<file path="config.mk">
export PLATFORM = sky130hd
export DESIGN_NAME = if_stage
export DESIGN_NICKNAME = d
export VERILOG_FILES = /design/src/rtl/riscv_pkg.sv /design/src/rtl/inst_fifo.sv /design/src/rtl/if_stage.sv
export SDC_FILE = /design/constraint.sdc
export NUM_CORES = 1
export LEC_CHECK = 0
export BUFFER_PORTS_ARGS = -buffer_cell sky130_fd_sc_hd__buf_2
export CELL_PAD_IN_SITES_DETAIL_PLACEMENT = 1
export CELL_PAD_IN_SITES_GLOBAL_PLACEMENT = 2
export CORE_MARGIN = 2
export CORE_UTILIZATION = 36
export CTS_CLUSTER_DIAMETER = 40
export CTS_CLUSTER_SIZE = 24
export DETAILED_ROUTE_END_ITERATION = 10
export PLACE_DENSITY_LB_ADDON = 0.1
export SYNTH_ARGS = -nofsm -noshare
export SYNTH_HDL_FRONTEND = slang
export SYNTH_SLANG_ARGS = --single-unit
</file>
<file path="constraint.sdc">
create_clock -name clk -period 5.3 [get_ports clk]
set_input_delay 0.53 -clock clk [delete_from_list [all_inputs] [get_ports clk]]
set_output_delay 0.53 -clock clk [all_outputs]
set_load 0.01 [all_outputs]
</file>
<file path="src/rtl/riscv_pkg.sv">
// riscv_pkg: shared definitions for the RV32I pipeline.
//   XLEN             - architectural register / address width
//   NOP_INST         - canonical NOP (addi x0, x0, 0) shown when no instruction is valid
//   RESET_PC_DEFAULT - default first fetch address after reset
//   fetch_entry_t    - {pc, inst} pair carried by fetch-side buffers
//   word_align()     - clears the byte-offset bits of an address
package riscv_pkg;

  localparam int unsigned XLEN = 32;

  localparam logic [XLEN-1:0] NOP_INST         = 32'h0000_0013;
  localparam logic [XLEN-1:0] RESET_PC_DEFAULT = 32'h0000_0000;

  typedef struct packed {
    logic [XLEN-1:0] pc;
    logic [XLEN-1:0] inst;
  } fetch_entry_t;

  // Instruction fetch is word-granular, so the low two address bits are dropped.
  function automatic logic [XLEN-1:0] word_align(input logic [XLEN-1:0] addr);
    return {addr[XLEN-1:2], 2'b00};
  endfunction

endpackage

</file>
<file path="src/rtl/inst_fifo.sv">
// inst_fifo: synchronous FIFO used as the fetch instruction buffer.
// DEPTH must be a power of two (>= 2) so the pointers wrap naturally.
// Ports:
//   clk, rst   - clock, synchronous active-high reset
//   push       - write push_data (ignored when full or flushing)
//   push_data  - entry to write
//   pop        - drop the head entry (ignored when empty or flushing)
//   flush      - empty the FIFO; wins over push and pop
//   head_data  - oldest entry (undefined content when empty)
//   count      - number of valid entries (0..DEPTH)
//   empty      - count == 0
module inst_fifo #(
  parameter int unsigned WIDTH = 64,
  parameter int unsigned DEPTH = 2,
  localparam int unsigned AW   = $clog2(DEPTH)
) (
  input  logic             clk,
  input  logic             rst,
  input  logic             push,
  input  logic [WIDTH-1:0] push_data,
  input  logic             pop,
  input  logic             flush,
  output logic [WIDTH-1:0] head_data,
  output logic [AW:0]      count,
  output logic             empty
);

  logic [WIDTH-1:0] mem_r [DEPTH];
  logic [AW-1:0]    rd_ptr_r;
  logic [AW-1:0]    wr_ptr_r;
  logic [AW:0]      count_r;
  logic             do_push_s;
  logic             do_pop_s;

  // Qualify push/pop against occupancy and flush.
  always_comb begin
    do_push_s = push & ~flush & (count_r != (AW+1)'(DEPTH));
    do_pop_s  = pop  & ~flush & (count_r != {(AW+1){1'b0}});
  end

  // Pointer and occupancy bookkeeping.
  always_ff @(posedge clk) begin
    if (rst || flush) begin
      rd_ptr_r <= {AW{1'b0}};
      wr_ptr_r <= {AW{1'b0}};
      count_r  <= {(AW+1){1'b0}};
    end else begin
      if (do_push_s) begin
        wr_ptr_r <= wr_ptr_r + {{(AW-1){1'b0}}, 1'b1};
      end
      if (do_pop_s) begin
        rd_ptr_r <= rd_ptr_r + {{(AW-1){1'b0}}, 1'b1};
      end
      count_r <= count_r + (AW+1)'(do_push_s) - (AW+1)'(do_pop_s);
    end
  end

  // Storage array; contents need no reset because occupancy gates visibility.
  always_ff @(posedge clk) begin
    if (do_push_s) begin
      mem_r[wr_ptr_r] <= push_data;
    end
  end

  assign head_data = mem_r[rd_ptr_r];
  assign count     = count_r;
  assign empty     = (count_r == {(AW+1){1'b0}});

endmodule

</file>
<file path="src/rtl/if_stage.sv">
// if_stage: instruction-fetch stage of the 5-stage RV32I pipeline.
// Issues word fetches over a req/gnt/rvalid handshake, buffers returned
// instructions with their PCs in inst_fifo and presents them downstream
// with a valid/ready handshake. Execute-stage redirects flush the buffer
// and discard responses of the old stream that are still in flight.
// Ports:
//   clk, rst                      - clock, synchronous active-high reset
//   if_mem_req_o / if_mem_addr_o  - fetch request and word address
//   mem_if_gnt_i                  - request accepted this cycle
//   mem_if_rvalid_i / _rdata_i    - in-order response and instruction word
//   ex_redirect_i / _pc_i         - redirect fetch to a new target
//   id_ready_i                    - downstream accepts the presented instruction
//   if_valid_o / if_pc_o / if_inst_o - presented instruction (0 / NOP when empty)
module if_stage
  import riscv_pkg::*;
#(
  parameter logic [XLEN-1:0] RESET_PC   = RESET_PC_DEFAULT,
  parameter int unsigned     FIFO_DEPTH = 2
) (
  input  logic            clk,
  input  logic            rst,
  output logic            if_mem_req_o,
  output logic [XLEN-1:0] if_mem_addr_o,
  input  logic            mem_if_gnt_i,
  input  logic            mem_if_rvalid_i,
  input  logic [XLEN-1:0] mem_if_rdata_i,
  input  logic            ex_redirect_i,
  input  logic [XLEN-1:0] ex_redirect_pc_i,
  input  logic            id_ready_i,
  output logic            if_valid_o,
  output logic [XLEN-1:0] if_pc_o,
  output logic [XLEN-1:0] if_inst_o
);

  localparam int unsigned CW = $clog2(FIFO_DEPTH) + 1;

  logic [XLEN-1:0] fetch_pc_r;
  logic [XLEN-1:0] resp_pc_r;
  logic [CW-1:0]   outstanding_r;
  logic [CW-1:0]   drop_r;

  logic [CW-1:0]   count_s;
  logic            empty_s;
  fetch_entry_t    head_s;
  fetch_entry_t    push_entry_s;
  logic            pop_s;
  logic            push_s;
  logic            grant_s;
  logic            credit_s;
  logic [CW:0]     occupancy_s;

  // Handshake decode. Credit counts buffered plus in-flight fetches so a
  // returning response always finds room; the pop of this cycle is credited
  // early to sustain one instruction per cycle with a two-entry buffer.
  always_comb begin
    pop_s        = if_valid_o & id_ready_i & ~ex_redirect_i;
    occupancy_s  = {1'b0, count_s} + {1'b0, outstanding_r} - (CW+1)'(pop_s);
    credit_s     = (occupancy_s < (CW+1)'(FIFO_DEPTH));
    if_mem_req_o = ~rst & credit_s & ~ex_redirect_i;
    grant_s      = if_mem_req_o & mem_if_gnt_i;
    push_s       = mem_if_rvalid_i & ~ex_redirect_i & ~rst & (drop_r == {CW{1'b0}});
    push_entry_s = '{pc: resp_pc_r, inst: mem_if_rdata_i};
  end

  assign if_mem_addr_o = fetch_pc_r;

  // Fetch/response PC tracking, in-flight count and stale-response drop count.
  always_ff @(posedge clk) begin
    if (rst) begin
      fetch_pc_r    <= RESET_PC;
      resp_pc_r     <= RESET_PC;
      outstanding_r <= {CW{1'b0}};
      drop_r        <= {CW{1'b0}};
    end else if (ex_redirect_i) begin
      // Everything still in flight belongs to the old stream.
      fetch_pc_r    <= word_align(ex_redirect_pc_i);
      resp_pc_r     <= word_align(ex_redirect_pc_i);
      outstanding_r <= outstanding_r - CW'(mem_if_rvalid_i);
      drop_r        <= outstanding_r - CW'(mem_if_rvalid_i);
    end else begin
      if (grant_s) begin
        fetch_pc_r <= fetch_pc_r + 32'd4;
      end
      outstanding_r <= outstanding_r + CW'(grant_s) - CW'(mem_if_rvalid_i);
      if (mem_if_rvalid_i) begin
        if (drop_r != {CW{1'b0}}) begin
          drop_r <= drop_r - {{(CW-1){1'b0}}, 1'b1};
        end else begin
          resp_pc_r <= resp_pc_r + 32'd4;
        end
      end
    end
  end

  inst_fifo #(
    .WIDTH ($bits(fetch_entry_t)),
    .DEPTH (FIFO_DEPTH)
  ) u_inst_fifo (
    .clk       (clk),
    .rst       (rst),
    .push      (push_s),
    .push_data (push_entry_s),
    .pop       (pop_s),
    .flush     (ex_redirect_i),
    .head_data (head_s),
    .count     (count_s),
    .empty     (empty_s)
  );

  // Present the buffer head; an empty buffer shows PC 0 and a NOP.
  always_comb begin
    if_valid_o = ~empty_s;
    if (empty_s) begin
      if_pc_o   = {XLEN{1'b0}};
      if_inst_o = NOP_INST;
    end else begin
      if_pc_o   = head_s.pc;
      if_inst_o = head_s.inst;
    end
  end

endmodule

</file>
==> results of run 1 <==
## worst min path at each step
stage / cells after the start / endpoint / start / slack (ns)
floorplan: 0 / u_inst_fifo.mem_r[0][63] / resp_pc_r[31] / 0.45
global placement: 0 / u_inst_fifo.mem_r[0][51] / resp_pc_r[19] / 0.49
detailed placement: 0 / u_inst_fifo.mem_r[0][60] / resp_pc_r[28] / 0.52
CTS: 1 / u_inst_fifo.mem_r[1][3] / mem_if_rdata_i[3] / 0.26
global route: 1 / u_inst_fifo.mem_r[1][3] / mem_if_rdata_i[3] / 0.26
finish: 1 / u_inst_fifo.mem_r[1][3] / mem_if_rdata_i[3] / 0.29
## stage by stage
step	hold WS, ns	worst slack, ns
floorplan	0.4548	0.5387
global placement	0.4907	1.312
detailed placement	0.5189	1.171
CTS	0.2590	1.166
global route	0.2563	0.8509
finish	0.2865	1.194
## cell type report
class / count / area share, %
multi-input combinational: 520 / 33.34
sequential: 193 / 48.60
antenna: 1 / 0.02380
clock inverter: 14 / 1.321
clock buffer: 18 / 4.082
timing repair buffer: 167 / 8.141
inverter: 18 / 0.6427
tap: 324 / 3.856
## layout by cell type (no fill, tap or decap), types with 4 or more instances in the layout
cell,n
inv_6,6
xor2_1,8
ha_1,10
nand3_1,14
a21oi_1,7
a21boi_0,12
nor3_1,26
edfxtp_1,124
a211oi_1,21
o21a_1,19
o311ai_0,5
clkbuf_16,17
and3_1,11
nor2_1,92
nand2_1,41
buf_2,161
nand4_1,27
conb_1,4
xnor2_1,16
o31a_1,17
nor2b_1,4
or3_1,4
o31ai_1,10
a311oi_1,6
mux2i_1,63
or4_1,13
or2_2,4
inv_1,16
a31oi_1,7
dfxtp_1,68
buf_4,5
and4_1,10
nor4_1,21
o21ai_0,10
nand2b_1,4
## power by group
part           switching, W  internal [W]  leakage, nW
clock network      0.000613      0.000627        0.280
logic              0.000162      0.000111         1.73
registers         0.0000637       0.00165         1.70
## critical path, stage by stage (launching register included)
cell	delay, ns
dfxtp_1	0.40
nor2_4	0.07
inv_1	0.18
nand2_1	0.20
nor2_1	0.13
ha_1	0.23
nand2b_1	0.16
fa_1	0.53
nand4bb_1	0.26
nor2_1	0.48
inv_1	0.25
ha_1	0.34
inv_1	0.04
ha_1	0.18
xnor2_1	0.11
o21ai_0	0.21
xnor2_1	0.15
nor2_1	0.06
## registers in the layout, summed over array words and instances (netlist names), named ones only
signal / count
outstanding_r: 2
resp_pc_r: 30
u_inst_fifo.mem_r: 124
u_inst_fifo.rd_ptr_r: 1
drop_r: 2
u_inst_fifo.count: 2
u_inst_fifo.wr_ptr_r: 1
if_mem_addr_o: 30
## routing by layer
metal  vias to the layer above  share of wire (%)
li1                       3232                  -
met1                      3317                 46
met2                       151                 49
met3                        16                4.1
met4                         0                1.1
met5                         -                  0
## kinds of logic (layout without fill, tap and decap cells)
kind of cell / count (synthesis) / after routing / synth area share, %
XOR/XNOR: 24 / 24 / 2.376
AND/OR/NAND/NOR: 289 / 289 / 17.13
adder cells (fa/ha/maj): 11 / 11 / 1.641
other: 1 / 5 / 0.04239
buffers and inverters: 66 / 217 / 2.984
flip-flops: 193 / 193 / 57.71
multiplexers: 63 / 63 / 7.129
AO/OA/AOI/OAI: 129 / 129 / 10.99
## Yosys cell counts (all sizes together) (2+ instances only)
| master | count |
|---|---|
| mux2i | 63 |
| o31a | 17 |
| nor4b | 3 |
| and3 | 11 |
| o31ai | 10 |
| or2 | 5 |
| a21oi | 7 |
| nor2b | 5 |
| nand2b | 4 |
| o311ai | 5 |
| dfxtp | 69 |
| a211oi | 21 |
| a31oi | 7 |
| nand3 | 14 |
| nor2 | 93 |
| buf | 15 |
| nand2 | 41 |
| o21ai | 10 |
| and2 | 4 |
| nor3b | 2 |
| or3 | 4 |
| ha | 10 |
| a311oi | 6 |
| a211o | 3 |
| nor3 | 26 |
| and4 | 10 |
| nand4 | 28 |
| clkbuf | 33 |
| xnor2 | 16 |
| edfxtp | 124 |
| a21boi | 12 |
| a2111oi | 3 |
| o21a | 19 |
| or4 | 13 |
| xor2 | 8 |
| nor4 | 22 |
| o311a | 2 |
| inv | 17 |
==> impl_results.md, run 1 <==
- Outcome: complete, no violations
- Design Power: around 0.0032 W
- RSZ-0062 raised after global routing: no
- Drt wl/cell: 19.68 µm
- GRT Util Overall: roughly a fifth
- Pre-antenna DRT Iters: 4
- Synth-to-Final Area Change: 18.84%
- Total gr overflow: 0
- Post-layout util: between 40% and 50%
- Period utilisation layout: a little under 80%
- Synthesized area: between 0.008 and 0.009 mm²
- P per Cell Area: approximately 310 mW/mm²
- Clock-pin slew on the worst setup and hold paths: about 0.070 ns
- Antenna violations before repair: 3
- H-tree depth: 4
- TritonCTS clock tree: built
- Area leader, netlist: edfxtp_1
- Met1 Usage GRT: about a quarter
- Fin crit period: approximately 4.1 ns
- Clock Skew: 0.01492 ns
- Setup crit end: outstanding_r[1]
- Synthesized flop and latch total: about 190
- Synth top area cells: edfxtp_1 (42%), dfxtp_1 (16%), mux2i_1 (7.1%), nor2_1 (3.9%), nand4_1 (1.9%)
- Synth async-reset ratio: 0%
- Syn Inst Count: 776
- Number of nets in the layout: 998
- Yosys top cell area share: between 40% and 50%
- GR Util met3: 3.745%
- Residual DRC: 0
- Worst Path Max Fanout: 7
- Setup total negative slack: 0 ns
- I/O Buffers: ~160
- Avg Cell Area, Syn: 11.40 µm²
- Post-DRT Antenna Nets: 0
- Post-CTS sizing: 0
- Seq/Total Area, Yosys: approximately 58%
- Leakage power total: ~3.7 nW
- Row Count: 57
- Fin. Hold Viols: 0
- Clock Path Buffers: 2
- Crit end category: flip-flop
- Die Ht: ~160 µm
- Rel. slew slack: 26.25%
- Dpl cell area: 0.009930 mm²
- Synth cell types: 58
- GP Congestion: 0.8267
- Maxcap violations: 0
- Core ar.: ~0.024 mm²
- Ys Warns: 0
- Multi-input combinational cell area: between 0.003 and 0.004 mm²
- Main synth FF type: edfxtp_1
- Final wirelength: 24690 µm
- FF-to-FF Start: u_inst_fifo.count[1]
- CTS Root Cell: clkbuf_16
- Met2 Use GR: 32.56%
- Post-route cell area: ~0.011 mm²
- Die width: 160.8 µm
- First-pass GRT wire length: 38880 µm
- Post-DP HPWL: roughly 18000 µm
- Final Non-Filler Cells: between 1000 and 1500
- Share of layout cells above drive strength 1: 22.69%
- Worst vdd ir: roughly 180 µV
- Initial core utilization: between 30% and 40%
- Critical Path Source Type: flip-flop
- Largest net degree at the start of global routing: 78
- HP Class: primary input to flip-flop
- GRT busiest layer: met2
- Hold-fix buffers, CTS: 0
- Worst reg2reg path depth: 17
- FF-to-FF End: outstanding_r[1]
- Via density: between 5 and 6
- Max Clk Rate: about 240 MHz
- Worst slew pin tran: 1.106 ns
- Register cell area after layout: roughly 0.005 mm²
- DR vias: ~6700
- Number of synthesized flops with an enable pin: between 100 and 150
- Placed cell count: 1221
- Beginning of the critical path: u_inst_fifo.count[1]
- Fillers: 2693
- Die area: between 0.02 and 0.03 mm²
- Internal reg-to-reg setup slack: around 1.2 ns
- Pins Over Slew Limit: 0
- Total CTS buffers: 17
- Vias in the first global route: roughly 7100
- IO Pins: ~170
- Data required, critical path: ~5.6 ns
- Setup Crit Path Kind: flip-flop to flip-flop
- Final setup vio count: 0
- Crit path DAT: between 4 and 5 ns
- Iteration-0 DRC count of the detailed router: 247
- Clock sink count: 193
- Worst-Skew Late Latency: 0.43 ns
- Total setup buffers inserted after CTS: 0
No activity file was read; power rests on OpenSTA's default activity.
==> run 2, diff against run 1 <==
- clock period: 5.3 -> 3.79 ns (I/O delays scaled with it)
==> run 2 against run 1 <==
Against the previous run:
- die area did not move
- fmax rose by 20%
- register-to-register slack worse by 0.83 ns
- combinational power up 42%
- worst hold slack got worse by 0.16 ns
- clock power is 44% higher
- total power up 42%
- core utilization grew 0.41 points
- first-iteration DRC count grew 33%
- clock-buffer cell count unchanged
- critical path type unchanged
- largest cell class unchanged
- largest power group unchanged
==> impl_results.md, run 2 (synthesized netlist as in run 1, its figures left out) <==
- Worst vdd ir: 296.4 µV
- Largest register FFs: ~120
- Period utilisation layout: 90.46%
- Largest net degree at the start of global routing: 78
- P per Cell Area: between 400 and 500 mW/mm²
- DR vias: 6789
- Initial core utilization: 36.48%
- Hold Path Cell Cnt: 1
- Worst reg2reg path depth: 17
- Clock Skew: about 0.013 ns
- Outcome: complete, no violations
- GRT Util Overall: between 10% and 20%
- Die width: between 150 and 200 µm
- Core ar.: roughly 0.024 mm²
- Crit end category: flip-flop
- TritonCTS clock tree: built
- Cell family with most CP delay: adder cells
- Antenna violations before repair: 0
- Residual DRC: 0
- Max incr delay on CP: between 0.5 and 0.6 ns
- Top reg by flops: u_inst_fifo.mem_r
- I/O Buffers: roughly 160
- Commonest non-fill, non-tap cell in the layout: buf_2
- Crit path DAT: ~3.7 ns
- Leakage power total: about 3.7 nW
- IO Pins: roughly 170
- Fin crit period: approximately 3.4 ns
- WP depth: 17
- Drt wl/cell: 19.73 µm
- First-pass GRT wire length: about 40000 µm
- H-tree depth: 4
- Number of nets in the layout: roughly 1000
- Worst-Skew Late Latency: 0.44 ns
- Buf/Inv on CP: 3
- Antenna diode count: 0
- Total gr overflow: 0
- Final wirelength: around 25000 µm
- Die area: between 0.02 and 0.03 mm²
- CTS Root Cell: clkbuf_16
- Pins Over Slew Limit: 0
- Pre-antenna DRT Iters: 4
- Row Count: between 50 and 60
- Hold-fix buffers, CTS: 0
- Vias in the first global route: roughly 7000
- Iteration-0 DRC count of the detailed router: 328
- Clock sink count: 193
- Critical path, cell by cell: nor2_4, inv_1, nand2_1, nor2_1, ha_1, nand2b_1, fa_1, nand4bb_2, nor2_2, inv_1, ha_1, inv_1, ha_1, xnor2_1, o21ai_0, xnor2_1, nor2_1
- Setup total negative slack: 0 ns
- Share of layout cells above drive strength 1: a little under a quarter
- Total CTS buffers: 17
- Worst slew pin tran: between 1 and 1.5 ns
- Total setup buffers inserted after CTS: 0
- GP Congestion: ~0.83
- Post-layout util: between 40 and 50%
- Fin. Hold Viols: 0
- Post-DRT Antenna Nets: 0
- Data required, critical path: 4.09 ns
- Die Ht: 160.8 µm
- Most frequent cells in the layout: buf_2 (161), edfxtp_1 (124), nor2_1 (91)
- Post-CTS sizing: 0
- Critical Path Source Type: flip-flop
- Post-DP HPWL: 17520 µm
- Final setup vio count: 0
- Maxcap violations: 0
- Synth-to-Final Area Change: 19.96%
- Setup Crit Path Kind: flip-flop to flip-flop
- Clock Path Buffers: 2
- HP Class: primary input to flip-flop
- Worst path slowest cell: fa_1
- Worst Path Max Fanout: 6
- Max Clk Rate: roughly 290 MHz
- Clock-pin slew on the worst setup and hold paths: ~0.08 ns
- Rel. slew slack: a little over a quarter
- RSZ-0062 raised after global routing: no
- Via density: between 5 and 6
[run 2: changes by cell type in the layout (fill, tap and decap cells not counted), sizes merged]
cell	change
buf	+7
clkinv	+4
diode	-1
dlymetal6s2s	-1
inv	-4
[run 2: final timing paths]
check                       start  slack, ns                        to
min reg2reg         resp_pc_r[30]       0.53  u_inst_fifo.mem_r[0][62]
min             mem_if_rdata_i[9]       0.13   u_inst_fifo.mem_r[1][9]
max reg2reg  u_inst_fifo.count[1]       0.36          outstanding_r[1]
max          u_inst_fifo.count[1]       0.36          outstanding_r[1]
[run 2: area by class of cell]
cell class,count,area [µm²]
fillers,2665,13640
flip-flops and latches,193,5109
well taps,324,405.4
repair buffers,173,920.9
clock buffers,18,429.2
multi-input cells,520,3512
clock inverters,14,167.7
inverters,18,67.56
[run 2: per-layer routing]
metal  track usage, %  up-vias  wire (µm)
met4            3.693        0        150
met2            32.76      161      12070
met3            3.487       11       1095
met1            25.55     3362      11550
li1                 -     3255          -
met5                0        -          0
[run 2: worst reg2reg max path, stage by stage, from the launching register on]
cell       delay [ns]
dfxtp_1          0.35
nor2_4           0.13
inv_1            0.06
nand2_1          0.15
nor2_1           0.06
ha_1             0.26
nand2b_1         0.15
fa_1             0.55
nand4bb_2        0.25
nor2_2           0.17
inv_1            0.13
ha_1             0.29
inv_1            0.04
ha_1             0.18
xnor2_1          0.12
o21ai_0          0.21
xnor2_1          0.15
nor2_1           0.05
[run 2: through the flow]
| step | std cells | area, µm² | power (W) | worst slack (ns) | hold slack [ns] |
|---|---|---|---|---|---|
| 6_report | 1260 | 10610 | 0.004572 | 0.3614 | 0.1260 |
| 5_1_grt | 1260 | 10610 | 0.004746 | 0.05238 | 0.1100 |
| 4_1_cts | 1260 | 10610 | 0.004625 | 0.2745 | 0.1080 |
| 3_5_place_dp | 1228 | 10010 | 0.002838 | 0.2939 | 0.5280 |
| 3_3_place_gp | 1228 | 10010 | 0.002816 | 0.4200 | 0.5028 |
| 2_1_floorplan | 779 | 8864 | 0.002657 | 0.03913 | 0.4548 |
[run 2: report_power, final]
group / switching, W / internal, W
clock: 0.000892 / 0.000889
sequential: 0.0000913 / 0.00231
combinational: 0.000229 / 0.000160
total: 0.00121 / 0.00336
